===== src/rtl/riscv_pkg.sv =====
// Shared RV32I decode definitions: base opcodes, branch funct3 codes and
// the immediate-format selector used by the decode stage.
package riscv_pkg;

   localparam logic [6:0] OPC_LUI    = 7'b0110111;
   localparam logic [6:0] OPC_AUIPC  = 7'b0010111;
   localparam logic [6:0] OPC_JAL    = 7'b1101111;
   localparam logic [6:0] OPC_JALR   = 7'b1100111;
   localparam logic [6:0] OPC_BRANCH = 7'b1100011;
   localparam logic [6:0] OPC_LOAD   = 7'b0000011;
   localparam logic [6:0] OPC_STORE  = 7'b0100011;
   localparam logic [6:0] OPC_OPIMM  = 7'b0010011;
   localparam logic [6:0] OPC_OP     = 7'b0110011;

   localparam logic [2:0] F3_BEQ  = 3'b000;
   localparam logic [2:0] F3_BNE  = 3'b001;
   localparam logic [2:0] F3_BLT  = 3'b100;
   localparam logic [2:0] F3_BGE  = 3'b101;
   localparam logic [2:0] F3_BLTU = 3'b110;
   localparam logic [2:0] F3_BGEU = 3'b111;

   typedef enum logic [2:0] {
      IMM_I = 3'd0,
      IMM_S = 3'd1,
      IMM_B = 3'd2,
      IMM_U = 3'd3,
      IMM_J = 3'd4,
      IMM_R = 3'd5
   } imm_fmt_t;

endpackage


===== src/rtl/decode_unit_imm_gen.sv =====
// Combinational RV32I immediate generator; the R format (and anything
// without an immediate) yields zero.
module imm_gen
   import riscv_pkg::*;
#(
   parameter int XLEN = 32
) (
   input  logic [31:0]     i_inst,
   input  imm_fmt_t        i_fmt,
   output logic [XLEN-1:0] o_imm
);

   logic [31:0] w_imm32;

   // Assemble the 32-bit immediate for the selected format, then sign-extend.
   always_comb begin
      w_imm32 = 32'd0;
      case (i_fmt)
         IMM_I:   w_imm32 = {{20{i_inst[31]}}, i_inst[31:20]};
         IMM_S:   w_imm32 = {{20{i_inst[31]}}, i_inst[31:25], i_inst[11:7]};
         IMM_B:   w_imm32 = {{19{i_inst[31]}}, i_inst[31], i_inst[7],
                             i_inst[30:25], i_inst[11:8], 1'b0};
         IMM_U:   w_imm32 = {i_inst[31:12], 12'd0};
         IMM_J:   w_imm32 = {{11{i_inst[31]}}, i_inst[31], i_inst[19:12],
                             i_inst[20], i_inst[30:21], 1'b0};
         default: w_imm32 = 32'd0;
      endcase
      o_imm = XLEN'($signed(w_imm32));
   end

endmodule


===== src/rtl/decode_unit.sv =====
// Registered RV32I decode stage: operand forwarding, load-use stall,
// optional in-stage jump/branch resolution with a one-cycle fetch redirect.
module decode_unit
   import riscv_pkg::*;
#(
   parameter int XLEN         = 32,
   parameter int NFWD         = 2,
   parameter int BRANCH_IN_ID = 1
) (
   input  logic               clk,
   input  logic               rst,
   input  logic               flush,
   input  logic               in_valid,
   output logic               in_ready,
   input  logic [XLEN-1:0]    in_pc,
   input  logic [31:0]        in_inst,
   output logic [4:0]         rf_raddr1,
   output logic [4:0]         rf_raddr2,
   input  logic [XLEN-1:0]    rf_rdata1,
   input  logic [XLEN-1:0]    rf_rdata2,
   input  logic [NFWD-1:0]    fwd_valid,
   input  logic [5*NFWD-1:0]  fwd_addr,
   input  logic [XLEN*NFWD-1:0] fwd_data,
   input  logic [NFWD-1:0]    fwd_pending,
   output logic               out_valid,
   input  logic               out_ready,
   output logic [XLEN-1:0]    out_pc,
   output logic [XLEN-1:0]    out_rs1_val,
   output logic [XLEN-1:0]    out_rs2_val,
   output logic [XLEN-1:0]    out_imm,
   output logic [6:0]         out_opcode,
   output logic [2:0]         out_funct3,
   output logic               out_funct7b5,
   output logic [4:0]         out_rd,
   output logic               out_wreg,
   output logic               out_illegal,
   output logic               redirect_valid,
   output logic [XLEN-1:0]    redirect_addr
);

   logic [6:0]      w_opcode;
   logic [2:0]      w_funct3;
   logic [4:0]      w_rs1, w_rs2, w_rd;
   logic            w_rd1_en, w_rd2_en, w_wr_en, w_illegal;
   imm_fmt_t        w_fmt;
   logic [XLEN-1:0] w_imm, w_a, w_b, w_pc_tgt, w_jalr_sum, w_target;
   logic [XLEN:0]   w_sel1, w_sel2;
   logic            w_hazard, w_accept, w_taken, w_redirect_en;

   logic            r_valid, r_redirect, r_funct7b5, r_wreg, r_illegal;
   logic [XLEN-1:0] r_pc, r_rs1, r_rs2, r_imm, r_redirect_addr;
   logic [6:0]      r_opcode;
   logic [2:0]      r_funct3;
   logic [4:0]      r_rd;

   // Returns {pending, value}; lowest-indexed (youngest) matching source wins.
   function automatic logic [XLEN:0] select_operand(
      input logic [4:0]             rs,
      input logic                   en,
      input logic [XLEN-1:0]        rf,
      input logic [NFWD-1:0]        fv,
      input logic [5*NFWD-1:0]      fa,
      input logic [XLEN*NFWD-1:0]   fd,
      input logic [NFWD-1:0]        fp
   );
      logic [XLEN:0] sel;
      sel = {1'b0, rf};
      for (int k = NFWD - 1; k >= 0; k--) begin
         sel = (fv[k] && (fa[5*k +: 5] == rs)) ? {fp[k], fd[XLEN*k +: XLEN]} : sel;
      end
      return (en && (rs != 5'd0)) ? sel : {(XLEN+1){1'b0}};
   endfunction

   assign w_opcode  = in_inst[6:0];
   assign w_rd      = in_inst[11:7];
   assign w_funct3  = in_inst[14:12];
   assign w_rs1     = in_inst[19:15];
   assign w_rs2     = in_inst[24:20];
   assign rf_raddr1 = w_rs1;
   assign rf_raddr2 = w_rs2;

   // Opcode classification: which ports are read, rd write, immediate format.
   always_comb begin
      w_rd1_en  = 1'b0;
      w_rd2_en  = 1'b0;
      w_wr_en   = 1'b0;
      w_illegal = 1'b0;
      w_fmt     = IMM_R;
      case (w_opcode)
         OPC_LUI:    begin w_fmt = IMM_U; w_wr_en = 1'b1; end
         OPC_AUIPC:  begin w_fmt = IMM_U; w_wr_en = 1'b1; end
         OPC_JAL:    begin w_fmt = IMM_J; w_wr_en = 1'b1; end
         OPC_JALR:   begin w_fmt = IMM_I; w_rd1_en = 1'b1; w_wr_en = 1'b1; end
         OPC_BRANCH: begin w_fmt = IMM_B; w_rd1_en = 1'b1; w_rd2_en = 1'b1; end
         OPC_LOAD:   begin w_fmt = IMM_I; w_rd1_en = 1'b1; w_wr_en = 1'b1; end
         OPC_STORE:  begin w_fmt = IMM_S; w_rd1_en = 1'b1; w_rd2_en = 1'b1; end
         OPC_OPIMM:  begin w_fmt = IMM_I; w_rd1_en = 1'b1; w_wr_en = 1'b1; end
         OPC_OP:     begin w_fmt = IMM_R; w_rd1_en = 1'b1; w_rd2_en = 1'b1; w_wr_en = 1'b1; end
         default:    w_illegal = 1'b1;
      endcase
   end

   imm_gen #(.XLEN(XLEN)) u_imm_gen (
      .i_inst (in_inst),
      .i_fmt  (w_fmt),
      .o_imm  (w_imm)
   );

   assign w_sel1 = select_operand(w_rs1, w_rd1_en, rf_rdata1, fwd_valid, fwd_addr, fwd_data, fwd_pending);
   assign w_sel2 = select_operand(w_rs2, w_rd2_en, rf_rdata2, fwd_valid, fwd_addr, fwd_data, fwd_pending);
   assign w_a    = w_sel1[XLEN-1:0];
   assign w_b    = w_sel2[XLEN-1:0];

   assign w_hazard = in_valid && (w_sel1[XLEN] || w_sel2[XLEN]);
   // During the redirect cycle the stage swallows the wrong-path offer.
   assign in_ready = !rst && !flush && (r_redirect || (!w_hazard && (!r_valid || out_ready)));
   assign w_accept = in_valid && in_ready && !r_redirect;

   // Jump/branch resolution from the selected operands.
   always_comb begin
      w_pc_tgt   = in_pc + w_imm;
      w_jalr_sum = w_a + w_imm;
      w_target   = w_pc_tgt;
      w_taken    = 1'b0;
      case (w_opcode)
         OPC_JAL:  w_taken = 1'b1;
         OPC_JALR: begin
            w_taken  = 1'b1;
            w_target = {w_jalr_sum[XLEN-1:1], 1'b0};
         end
         OPC_BRANCH: begin
            case (w_funct3)
               F3_BEQ:  w_taken = (w_a == w_b);
               F3_BNE:  w_taken = (w_a != w_b);
               F3_BLT:  w_taken = ($signed(w_a) <  $signed(w_b));
               F3_BGE:  w_taken = ($signed(w_a) >= $signed(w_b));
               F3_BLTU: w_taken = (w_a <  w_b);
               F3_BGEU: w_taken = (w_a >= w_b);
               default: w_taken = 1'b0;
            endcase
         end
         default: w_taken = 1'b0;
      endcase
   end

   assign w_redirect_en = (BRANCH_IN_ID != 0) && w_taken;

   // Output pipe register; flush outranks redirect squash, which outranks accept.
   always_ff @(posedge clk) begin
      if (rst) begin
         r_valid         <= 1'b0;
         r_redirect      <= 1'b0;
         r_redirect_addr <= '0;
         r_pc            <= '0;
         r_rs1           <= '0;
         r_rs2           <= '0;
         r_imm           <= '0;
         r_opcode        <= 7'd0;
         r_funct3        <= 3'd0;
         r_funct7b5      <= 1'b0;
         r_rd            <= 5'd0;
         r_wreg          <= 1'b0;
         r_illegal       <= 1'b0;
      end else if (flush) begin
         r_valid    <= 1'b0;
         r_redirect <= 1'b0;
      end else if (r_redirect) begin
         r_redirect <= 1'b0;
         if (out_ready) begin
            r_valid <= 1'b0;
         end
      end else if (w_accept) begin
         r_valid         <= 1'b1;
         r_redirect      <= w_redirect_en;
         r_redirect_addr <= w_target;
         r_pc            <= in_pc;
         r_rs1           <= w_a;
         r_rs2           <= w_b;
         r_imm           <= w_imm;
         r_opcode        <= w_opcode;
         r_funct3        <= w_funct3;
         r_funct7b5      <= in_inst[30];
         r_rd            <= w_rd;
         r_wreg          <= w_wr_en && (w_rd != 5'd0);
         r_illegal       <= w_illegal;
      end else if (out_ready) begin
         r_valid <= 1'b0;
      end
   end

   assign out_valid      = r_valid;
   assign out_pc         = r_pc;
   assign out_rs1_val    = r_rs1;
   assign out_rs2_val    = r_rs2;
   assign out_imm        = r_imm;
   assign out_opcode     = r_opcode;
   assign out_funct3     = r_funct3;
   assign out_funct7b5   = r_funct7b5;
   assign out_rd         = r_rd;
   assign out_wreg       = r_wreg;
   assign out_illegal    = r_illegal;
   assign redirect_valid = r_redirect;
   assign redirect_addr  = r_redirect_addr;

endmodule


===== config.mk =====
export PLATFORM = sky130hd
export DESIGN_NAME = decode_unit
export DESIGN_NICKNAME = d
export VERILOG_FILES = /design/src/rtl/riscv_pkg.sv /design/src/rtl/decode_unit_imm_gen.sv /design/src/rtl/decode_unit.sv
export SDC_FILE = /design/constraint.sdc
export NUM_CORES = 1
export LEC_CHECK = 0
export ABC_AREA = 1
export BUFFER_PORTS_ARGS = -buffer_cell sky130_fd_sc_hd__buf_2
export CAP_MARGIN = 20
export CORE_ASPECT_RATIO = 1.4
export CORE_MARGIN = 2
export CORE_UTILIZATION = 53
export DETAILED_ROUTE_END_ITERATION = 10
export MAX_ROUTING_LAYER = met4
export PLACE_DENSITY = 0.82
export SYNTH_ARGS = -nofsm -noshare
export SYNTH_HDL_FRONTEND = slang
export SYNTH_HIERARCHICAL = 1
export SYNTH_SLANG_ARGS = --single-unit

===== constraint.sdc =====
create_clock -name clk -period 6.1 [get_ports clk]
set_clock_uncertainty 0.15 [all_clocks]
set_input_delay 0.61 -clock clk [delete_from_list [all_inputs] [get_ports clk]]
set_output_delay 0.61 -clock clk [all_outputs]
set_load 0.01 [all_outputs]

# After elaboration in Yosys (flattened, before gate mapping)
# Cells that the tools add are included.
dict set report word_totals {
  regBits 180
  out_inout_bits 191
  word_cells 100
}
dict set report op_classes {
  add_sub_neg 2
  n_lt_le_gt_ge 4
  n_eq_ne 24
  muxes 18
  bitwise 3
  reduce_logical 36
}
# op count
set op_table {}
lappend op_table {{$mux 33} 6}
lappend op_table {{$pmux 32 s5} 1}
lappend op_table {{$add 32x32->32} 2}
lappend op_table {{$ge 32x32->1} 2}
lappend op_table {{$lt 32x32->1} 2}
lappend op_table {{$eq 32x32->1} 1}
lappend op_table {{$mux 32} 1}
lappend op_table {{$ne 32x32->1} 1}
lappend op_table {{$eq 7x6->1 const B} 3}
lappend op_table {{$eq 7x7->1 const B} 3}
lappend op_table {{$eq 5x5->1} 4}
lappend op_table {{$eq 3x3->1 const B} 5}
lappend op_table {{$pmux 3 s5} 1}
lappend op_table {{$reduce_bool 5->1} 3}
lappend op_table {{$eq 7x5->1 const B} 2}
lappend op_table {{$logic_and 1x1->1} 13}
lappend op_table {{$reduce_or 9->1} 1}
lappend op_table {{$eq 7x2->1 const B} 1}
lappend op_table {{$mux 1} 7}
lappend op_table {{$reduce_or 7->1} 1}
lappend op_table {{$eq 3x1->1 const B} 2}
lappend op_table {{$eq 3x2->1 const B} 2}
lappend op_table {{$logic_not 3->1} 2}
lappend op_table {{$pmux 1 s6} 1}
lappend op_table {{other kinds (9)} 20}

# Logic depth before layout (Yosys ltp)
# Gate-level depths: netlist of the first run.
dict set report logic_depth {
  word_depth 15
  ltp_mapped 31
  depth_no_buf 31
}

# Cells and area by module
# The synthesis of the first run kept the hierarchy.
# module n_inst cells_per_inst area_each_um2 seq_area_each_um2
set by_module_without_submodules {}
lappend by_module_without_submodules {decode_unit 1 2013 12987.5 3603.5}
lappend by_module_without_submodules {imm_gen 1 102 594.3 0.0}

# Least setup slack after synthesis of the first run
# Ideal clock, no wire load.
dict set report synth_timing {
  path_kind {input to register}
  start {in in_inst[6]}
  end {reg r_redirect_addr[28], in the netlist redirect_addr[28]}
  arrival_time_ns 5.007
  t_required_ns 5.832
  path_slack_ns 0.825
  path_stages 25
  path_buffers 2
  path_cell_list {inv_1 > nor2_2 > nand2_2 > clkbuf_1 > clkbuf_1 > o211ai_1 > o21ai_0 > o21ai_0 > a21oi_1 > ha_1 > inv_1 > fa_1 > o21ai_1 > a21boi_1 > o21ai_0 > inv_1 > nor2_1 > nor2_1 > o21ai_1 > a21boi_1 > o21ai_1 > a21oi_1 > xor2_1 > a21oi_1 > a21oi_2}
}
dict set report synth_via {
  elab_cells_between_ends 38
  cone_classes {add/sub: 2; eq/ne: 13; mux: 7; reduce/logical: 16}
}
# item line_no
set synth_lines {}
lappend synth_lines {{start: declaration} decode_unit.sv:16} ;# input logic [31:0] in_inst,
lappend synth_lines {{$eq 7x7->1 (tied with other cells)} decode_unit.sv:89} ;# case (w_opcode)
lappend synth_lines {{$reduce_or 3->1 (no source line) or $reduce_or 2->1 (tied branches)} n/a}
lappend synth_lines {{$pmux 3 s5 *} decode_unit.sv:89}
lappend synth_lines {{named net w_fmt[0]} decode_unit.sv:45} ;# imm_fmt_t w_fmt;
lappend synth_lines {{$eq 3x3->1 (tied with other cells)} decode_unit_imm_gen.sv:18} ;# case (i_fmt)
lappend synth_lines {{$pmux 32 s5 *} decode_unit_imm_gen.sv:18}
lappend synth_lines {{named net w_imm[0]} decode_unit.sv:46} ;# logic [XLEN-1:0] w_imm, w_a, w_b, w_pc_tgt, w_jalr_sum, w_target;
lappend synth_lines {{$add 32x32->32 (on tied branches)} {decode_unit.sv:121, decode_unit.sv:122}}
lappend synth_lines {{$mux 32 *} decode_unit.sv:125} ;# case (w_opcode)
lappend synth_lines {{end signal: assignment} decode_unit.sv:175} ;# r_redirect_addr <= w_target;
lappend synth_lines {{end: declaration} decode_unit.sv:51} ;# logic [XLEN-1:0] r_pc, r_rs1, r_rs2, r_imm, r_redirect_addr;
# The timed path passes the listed nets; every way through them passes the cells marked *.
# A chain may end at the register's enable or synchronous reset.

# Worst setup path after layout of the first run
dict set report layout_timing {
  start {in in_inst[5]}
  end {reg r_redirect_addr[24], in the netlist redirect_addr[24]}
}
# Same word-level chain as after synthesis.

==> summary by stage, run 1 <==
Run status
The flow ran to the end, and the final reports show no timing, DRC or antenna violations.

Placed design
Counting tap cells, the placed design contains a total of 2741 instances. Once detailed placement completed, the half-perimeter wirelength came to 45250 um. Routability-driven placement finished with a final weighted congestion of 1.065.

The count of input and output buffers is 401.

Setup path
For this run, the slowest stage of the critical path takes 0.44 ns. At the worst endpoint, the arrival time is 5.37 ns. The endpoint required time on the critical path is 6.33 ns. The class of the most critical setup path is primary input to flop. The cell with the most instances on the worst path is nand2_1.

STA classifies the critical path startpoint as a primary input. In this run the worst path has a maximum fanout of 16. The cell with the largest stage delay on the worst path is fa_1. The element type at the critical path end is a flop.

Logic synthesis
The average instance in the mapped netlist occupies 6.422 um^2. The number of flops mapped to enable cells by yosys is 0. The share of the synthesized area in the top cell type is 0.2653. Ranked by instance count, the synthesized netlist is headed by 573 x nand2_1, 253 x a21oi_1, 190 x inv_1.

The number of different library cells in the post-synthesis netlist is 62. The dominant cell by count in the synthesized netlist is nand2_1. The warning count from the yosys run is 6. Among all flip-flop cells after synthesis, the most frequent one is dfxtp_1.

Ranked by total cell area, the synthesized netlist is headed by dfxtp_1 27%, nand2_1 16%, a21oi_1 9.3%. The synthesized instance count is 2115. When the netlist entered floorplanning its net count stood at 2419. Of all cell types, the one taking the most synthesized area is dfxtp_1. Summing every instance area after synthesis gives 0.01358 mm^2. After synthesis the netlist holds a flip-flop and latch count of 180. For this run, the register share of the synthesized area comes to 0.2653.

The share of async-settable or async-resettable flops after synthesis is 0.

Floorplan
The floorplan has 69 rows. The area of the die is 0.02694 mm^2. From bottom edge to top edge, the die measures 193.4 um.

The I/O pin count is 402. The die width is 139.3 um. The initial utilization of the core area, before any placement, comes to 0.5369.

The total area inside the core boundary comes to 0.02530 mm^2.

STA
In this run the tightest slew margin relative to its limit is 0.2789. The post-route minimum period is 5.146 ns. Dividing the final minimum period by the clock period gives 0.8436. The final setup violation count is 0. The final sum of negative setup slack is 0 ns. The final hold violation count came to 0. The max-slew violation total from the final report is 0. The transition time of the tightest slew-check pin is 1.080 ns. Setup repair after global routing left no endpoint under its margin.

The fmax is 0.1943 GHz.

GRT
The number of antenna violations at the first check in global routing was 3. For this run the aggregate overflow at the end of global routing stands at 0. The first-pass GRT wire length is 85730 um. For this run, the total global-route usage over all layers was measured as 0.4177.

The via count of the first global-routing pass is 15670. The largest net degree at the start of global routing is 107.

Clock network
The maximum buffer depth of the clock tree is 2. Clock tree synthesis selected as its root buffer the cell clkbuf_16. The number of resized instances in the post-cts repair step is 0. The clock-pin slew reported for the worst setup and hold paths after clock tree synthesis is 0.07 ns.

The number of hold buffers added after CTS was 0. Clock tree synthesis found a total of 180 sinks. In this run the post-CTS setup repair buffer count came out at 0. TritonCTS built the clock tree. The total CTS buffers is 17. At the later pin of the worst-skew pair, clock insertion delay measures 0.45 ns.

The number of H-tree levels is 4.

Final layout
Across the whole layout, storage elements account for 0.003603 mm^2. The final cell count without fillers is 2776. The fraction of final layout cells with drive strength greater than 1 is 0.2148. The area of combinational cells with multiple inputs is 0.008662 mm^2. The area overhead of the layout relative to synthesis is 18.98%. Fill cells in the final layout number 2413. The number of nets in the layout is 2745.

Route
The DRC violation count after routing is 0. Before antenna repair, the detailed router went through 6 iterations. The first routing iteration left 1246 violations. After detailed routing, the average wire length per cell comes to 20.36 um.

The aggregate routed wire length is 56520 um. After detailed routing, the number of vias per cell comes to 5.856. The detailed-route via count is 16260. The count of nets left with antenna violations once routing finished came out at 0.

Flow run
Max-cap violations in this run came to 0.

Power and ir drop
VDD sags by at most 0.2325 mV. The leakage power is 8.887 nW. Power spread over the standard cell area amounts to 189.8 mW/mm^2.

Hold path
The worst hold path belongs to the class primary input to flop.
## final timing paths
| kind | endpoint | cells past startpoint | startpoint | slack (ns) |
|---|---|---|---|---|
| max reg2reg | out_rs2_val[29]$_SDFFE_PP0P_ | 7 | redirect_valid$_SDFF_PP0_ | 3.36 |
| max | redirect_addr[24]$_SDFFE_PP0P_ | 29 | in_inst[5] | 0.95 |
| min | out_valid$_SDFF_PP0_ | 2 | flush | 0.25 |
| min reg2reg | out_rs2_val[12]$_SDFFE_PP0P_ | 1 | out_rs2_val[12]$_SDFFE_PP0P_ | 0.31 |
## where the power goes
part,internal (mW),switching [mW]
combinational,0.242,0.433
clock,0.555,0.565
sequential,1.24,0.0340
total,2.03,1.03
## cell usage in the layout (no fill, tap or decap), types with 6 or more instances in the layout
cell type and instances:
nand2_1 573, buf_2 401, a21oi_1 253, inv_1 190
dfxtp_1 180, o21ai_0 154, nor2_1 133, nand3_1 116
ha_1 91, o211ai_1 46, o21ai_1 29, nand4_1 23
nor3_1 19, a31oi_1 19, nand3_2 17, clkbuf_16 17
buf_4 17, xor2_1 14, inv_2 13, nand2_2 13
a22oi_1 13, o21a_1 11, xnor2_1 8, a21boi_1 8
a211oi_1 8, nand3b_1 6
## critical path, delay by kind of cell
kind / cells / cell delay [ns]
compound gates: 11 / 2.06
fa+ha+maj: 1 / 0.44
buf+inv: 5 / 0.59
simple gates: 12 / 1.67
## per-stage QoR
step / util / power, mW / worst slack [ns] / area [um^2] / hold WS [ns]
after floorplan: - / 1.678 / 0.8253 / 13580 / 0.3350
final: 0.6388 / 3.067 / 0.9542 / 16160 / 0.2472
after global placement: 0.6156 / 1.949 / 0.6388 / 15570 / 0.2955
after global routing: 0.6388 / 3.189 / 0.4248 / 16160 / 0.2635
after detailed placement: 0.6156 / 1.959 / 0.5575 / 15570 / 0.2984
after CTS: 0.6385 / 3.066 / 0.9996 / 16150 / 0.2387
## sequential cells by signal, summed over array words and instances, names as in the netlist
register	cells
out_illegal	1
out_pc	32
out_rd	5
redirect_valid	1
out_funct7b5	1
out_wreg	1
out_rs2_val	32
out_funct3	3
out_rs1_val	32
out_valid	1
out_imm	32
out_opcode	7
redirect_addr	32
## layer usage
| metal | track usage | share of wire | wire (um) | vias up |
|---|---|---|---|---|
| met5 | - | 0 | 0 | - |
| met4 | 0.2929 | 0.084 | 4742 | 0 |
| met3 | 0.06361 | 0.070 | 3934 | 227 |
| met2 | 0.7037 | 0.48 | 27280 | 860 |
| met1 | 0.4470 | 0.36 | 20560 | 7400 |
| li1 | - | - | - | 7768 |
## final cells by class
cell class                      count  share of cell area
Tap cell                          319             0.02470
Antenna cell                        3           0.0004646
Inverter                          205             0.04777
Multi-Input combinational cell   1619              0.5360
Sequential cell                   180              0.2230
Clock buffer                       18             0.02718
Timing Repair Buffer              418              0.1321
Clock inverter                     14            0.008750
## cells by family after synthesis
kind of cell | after synthesis | share of synthesized area
xor gates and xnor gates | 22 | 0.01419
buffers and inverters | 316 | 0.09802
AOI/OAI and AO/OA | 574 | 0.2397
adders and majority gates | 93 | 0.08678
DFF | 180 | 0.2653
muxes | 2 | 0.001474
and+or+nand+nor | 928 | 0.2945
Note: power is estimated with default switching activity, not from simulation.
==> inputs of run 2 (changes only) <==
--- a/config.mk
+++ b/config.mk
@@ -5,15 +5,15 @@
 export SDC_FILE = /design/constraint.sdc
 export NUM_CORES = 1
 export LEC_CHECK = 0
-export ABC_AREA = 1
+export ABC_AREA = 0
 export BUFFER_PORTS_ARGS = -buffer_cell sky130_fd_sc_hd__buf_2
 export CAP_MARGIN = 20
 export CORE_ASPECT_RATIO = 1.4
 export CORE_MARGIN = 2
-export CORE_UTILIZATION = 53
+export CORE_UTILIZATION = 48
 export DETAILED_ROUTE_END_ITERATION = 10
 export MAX_ROUTING_LAYER = met4
-export PLACE_DENSITY = 0.82
+export PLACE_DENSITY = 0.79
 export SYNTH_ARGS = -nofsm -noshare
 export SYNTH_HDL_FRONTEND = slang
 export SYNTH_HIERARCHICAL = 1
==> constraint.sdc (replaced) <==
create_clock -name clk -period 4.6 [get_ports clk]
set_clock_uncertainty 0.15 [all_clocks]
set_input_delay 0.46 -clock clk [delete_from_list [all_inputs] [get_ports clk]]
set_output_delay 0.46 -clock clk [all_outputs]
set_load 0.01 [all_outputs]
==> summary by stage, run 2 <==
Power and ir drop
The total power divided by cell area is 234.5 mW/mm^2 (+24%). The highest ir drop seen on vdd is 0.2760 mV (+19%). The leakage power is 8.423 nW (-5.2%).

Final layout
The area taken by flip-flops and latches is 0.003603 mm^2 (unchanged). The summed area of non-filler cells in the final layout is 0.01693 mm^2 (+4.8%). The number of fillers in the final layout is 2419 (+0.25%). The library cell used most frequently in the layout, excluding fill and tap cells, is buf_2. The area overhead of the layout relative to synthesis is 31.19%.

The number of nets in the layout came to 2503 (-8.8%). The fraction of final layout cells with drive strength greater than 1 is 0.2902 (+0.07548). The area of combinational cells with multiple inputs is 0.008753 mm^2 (+1.1%). In the layout the commonest cells are 400 x buf_2, 325 x nand2_1, 202 x a21oi_1.

Clock network
The total CTS buffers is 17 (unchanged). The clock-pin slew reported for the worst setup and hold paths after clock tree synthesis is 0.07 ns (about the same). TritonCTS built the clock tree.

The number of buffers inserted by post-CTS setup repair is 0 (unchanged). The maximum buffer depth of the clock tree is 2 (unchanged). The clock network latency to the later pin of the worst-skew pair is 0.46 ns (about the same).

The number of sinks driven by the clock tree was 180 (unchanged). The cell sitting at the root of the clock tree is a clkbuf_16. The number of H-tree levels is 4 (unchanged).

Route
The aggregate routed wire length was 50410 um (-11%). The routed wire length per instance is 19.80 um (-2.8%). The ratio of routed vias to standard cells is 5.795 (-1.0%).

The detailed-route via count was 14760 (-9.2%). The DRC violation count after routing is 0 (unchanged). The remaining number of nets flagged by the antenna check after routing came to 0 (unchanged). The DRC marker count from the first detailed-route iteration was 904 (-27%). The length of the first detailed-routing pass in iterations is 5 (-1).

Hold path
The class of the tightest hold or removal check is primary input to flop.

Setup path
The startpoint identified for the worst register-to-register timing path is out_valid$_SDFF_PP0_. The most critical setup path has its startpoint at in_inst[2]. The kind of start point of the critical path is a primary input. The worst path arrival time is 4.49 ns (-0.88 ns).

The capturing element of the worst setup path is redirect_addr[25]$_SDFFE_PP0P_. The critical path is of the primary input to flop type. The largest fanout of any net on the critical path is 14 (-2). The number of cell instances on the worst register-to-register path is 8 (+1). The reg-to-reg setup timing slack is 2.21 ns (-1.15 ns). The element type at the critical path end is a flop. The reg-to-reg critical path endpoint is redirect_addr[29]$_SDFFE_PP0P_.

The endpoint required time on the critical path is 4.78 ns (-1.55 ns).

STA
Setup repair after global routing left no endpoint under its margin. The relative slew slack came to 0.3485 (+0.06961). Of the available clock period, the critical path in the final layout requires 0.9378. The fmax is 0.2318 GHz.

The final setup violation count came to 0 (unchanged). The clock period could shrink to 4.314 ns. The transition time of the tightest slew-check pin is 0.9737 ns (-0.1068 ns). The final hold violation count is 0 (unchanged). The final worst slack came to 0.2859 ns (-0.6682 ns). The max-slew violation total from the final report is 0 (unchanged).

Floorplan
The die outline height was 198 um (+2.4%). The area of the die came to 0.02823 mm^2 (+4.8%). The total core area came to 0.02665 mm^2 (+5.4%). The I/O pin count was 402 (unchanged). The initial cell density of the core was 0.4842 (-0.05275).

The die width is 142.6 um (+2.4%). The number of rows created at floorplan is 71 (+2.9%).

Logic synthesis
The number of different library cells in the post-synthesis netlist is 76 (+23%). The number of flops mapped to enable cells by yosys is 0 (unchanged). The cell area after synthesis is 0.01290 mm^2 (-5.0%).

The prevailing post-synth register cell is dfxtp_1. The number of nets produced by synthesis was 2027 (-16%). The synthesized area per cell is 7.489 um^2 (+17%). The cell accounting for the most synthesized area is dfxtp_1. The post-synthesis sequential element count is 180 (unchanged). Yosys instantiated no cell more often than nand2_1. After synthesis, the most frequently instantiated cells are 325 x nand2_1, 202 x a21oi_1, 180 x dfxtp_1. The sequential cell area fraction in the yosys report is 0.2793 (+0.01394). The share of the synthesized area in the top cell type is 0.2793 (+0.01394). The synthesized instance count was 1723 (-19%). By area the synthesized netlist is led by dfxtp_1 28%, nand2_1 9.5%, ha_1 8.8%.

The share of async-settable or async-resettable flops after synthesis is 0 (unchanged). The warning count from the yosys run is 6 (unchanged).

GRT
The total routing usage reported by global routing is 0.3570 (-0.06074). The via count of the first global-routing pass was 14010 (-11%). The total grt overflow is 0 (unchanged).

The largest net degree at the start of global routing came to 154 (+44%). The first-pass GRT wire length is 75530 um (-12%). The number of antenna violations at the first check in global routing is 7 (+4).

Placed design
The final HPWL from detailed placement came to 40390 um (-11%). The global placement routability congestion came to 0.9479 (-11%). The worst setup timing slack at the placement stage is -0.2223 ns (-0.7798 ns).

The total cell area at the placement stage came to 0.01625 mm^2 (+4.4%). The count of input and output buffers is 401 (unchanged).

Run status
The flow ran to the end, and the final reports show no timing, DRC or antenna violations.

Flow run
The max-capacitance violation count came to 0 (unchanged).
==> run 2: changes by cell type after synthesis, moves of 47 or more <==
| cell | delta |
|---|---|
| a21oi_1 | -51 |
| xnor2_1 | +47 |
| nand2_1 | -248 |
| o21ai_0 | -86 |
| inv_1 | -162 |
| mux2i_1 | +63 |
| nand3_1 | -99 |
==> run 2: through the flow <==
step                hold WS [ns]    util  std cells  total power, mW  TNS [ns]
finish                   0.08091  0.6352       2546            3.970         0
global route             0.07128  0.6349       2543            4.104         0
detailed placement        0.2939  0.6098       2508            2.418   -0.7829
floorplan                 0.3261       -       1723            2.059         0
CTS                      0.06425  0.6334       2540            3.977         0
global placement          0.2883  0.6098       2508            2.409   -0.2993
==> run 2: metal layers <==
metal,up-vias,part of all wire,track usage
li1,7091,-,-
met1,6910,0.40,0.4163
met2,644,0.49,0.6149
met3,110,0.067,0.04571
met4,0,0.041,0.1529
met5,-,0,-
==> run 2: final cells by class <==
class	count	share of cell area
Sequential cell	180	0.2129
Inverter	28	0.006208
Antenna cell	6	0.0008869
Clock inverter	10	0.008647
Tap cell	328	0.02424
Multi-Input combinational cell	1396	0.5171
Timing Repair Buffer	576	0.2015
Clock buffer	22	0.02860
==> run 2: repair_timing <==
| action | in CTS | in global routing |
|---|---|---|
| resized for setup | 0 | 6 |
| setup endpoints to repair | 0 | 2 |
| endpoints found under the hold margin | 0 | 0 |
| hold buffers | 0 | 0 |
==> run 2: where the power goes <==
| part | switching (mW) | total [mW] | internal, mW |
|---|---|---|---|
| Clock | 0.659 | 1.57 | 0.915 |
| Combinational | 0.442 | 0.775 | 0.333 |
| Sequential | 0.0230 | 1.62 | 1.60 |
| Total | 1.12 | 3.97 | 2.85 |
==> run 2: logic make-up (layout without fill, tap and decap cells) <==
kind of cell             after synthesis  in the layout  share of synthesized area
flip-flops                           180            180                     0.2793
buffers and inverters                147            636                    0.04809
multiplexers                          70             70                    0.05478
adder cells (fa/ha/maj)               96             96                    0.09377
other                                  0              6                          0
AO/OA/AOI/OAI                        497            497                     0.2417
XOR/XNOR                              73             73                    0.04955
AND/OR/NAND/NOR                      660            660                     0.2328
==> run 2: worst min-delay path by stage <==
| stage | startpoint | end | slack, ns | cells past startpoint |
|---|---|---|---|---|
| final | in_pc[31] | out_pc[31]$_SDFFE_PP0P_ | 0.08 | 3 |
| after global routing | in_pc[31] | out_pc[31]$_SDFFE_PP0P_ | 0.07 | 3 |
| after CTS | in_pc[31] | out_pc[31]$_SDFFE_PP0P_ | 0.06 | 3 |
| after detailed placement | out_opcode[1]$_SDFFE_PP0P_ | out_opcode[1]$_SDFFE_PP0P_ | 0.29 | 2 |
| after global placement | out_pc[15]$_SDFFE_PP0P_ | out_pc[15]$_SDFFE_PP0P_ | 0.29 | 2 |
| after floorplan | redirect_addr[0]$_SDFFE_PP0P_ | redirect_addr[0]$_SDFFE_PP0P_ | 0.33 | 2 |
==> run 2: critical path, stage by stage <==
cell and delay [ns]:
buf_2 0.12, inv_1 0.06, nor3_1 0.21, a21oi_1 0.06, nand3_1 0.18, buf_4 0.16
buf_4 0.20, maj3_2 0.28, and2b_1 0.20, ha_1 0.21, or4_1 0.53, o2111ai_1 0.29
a21oi_1 0.19, a31oi_1 0.25, a21oi_1 0.13, buf_4 0.15, o211ai_1 0.17, nand2b_1 0.09
a21oi_1 0.17, xor2_1 0.22, o221ai_1 0.15
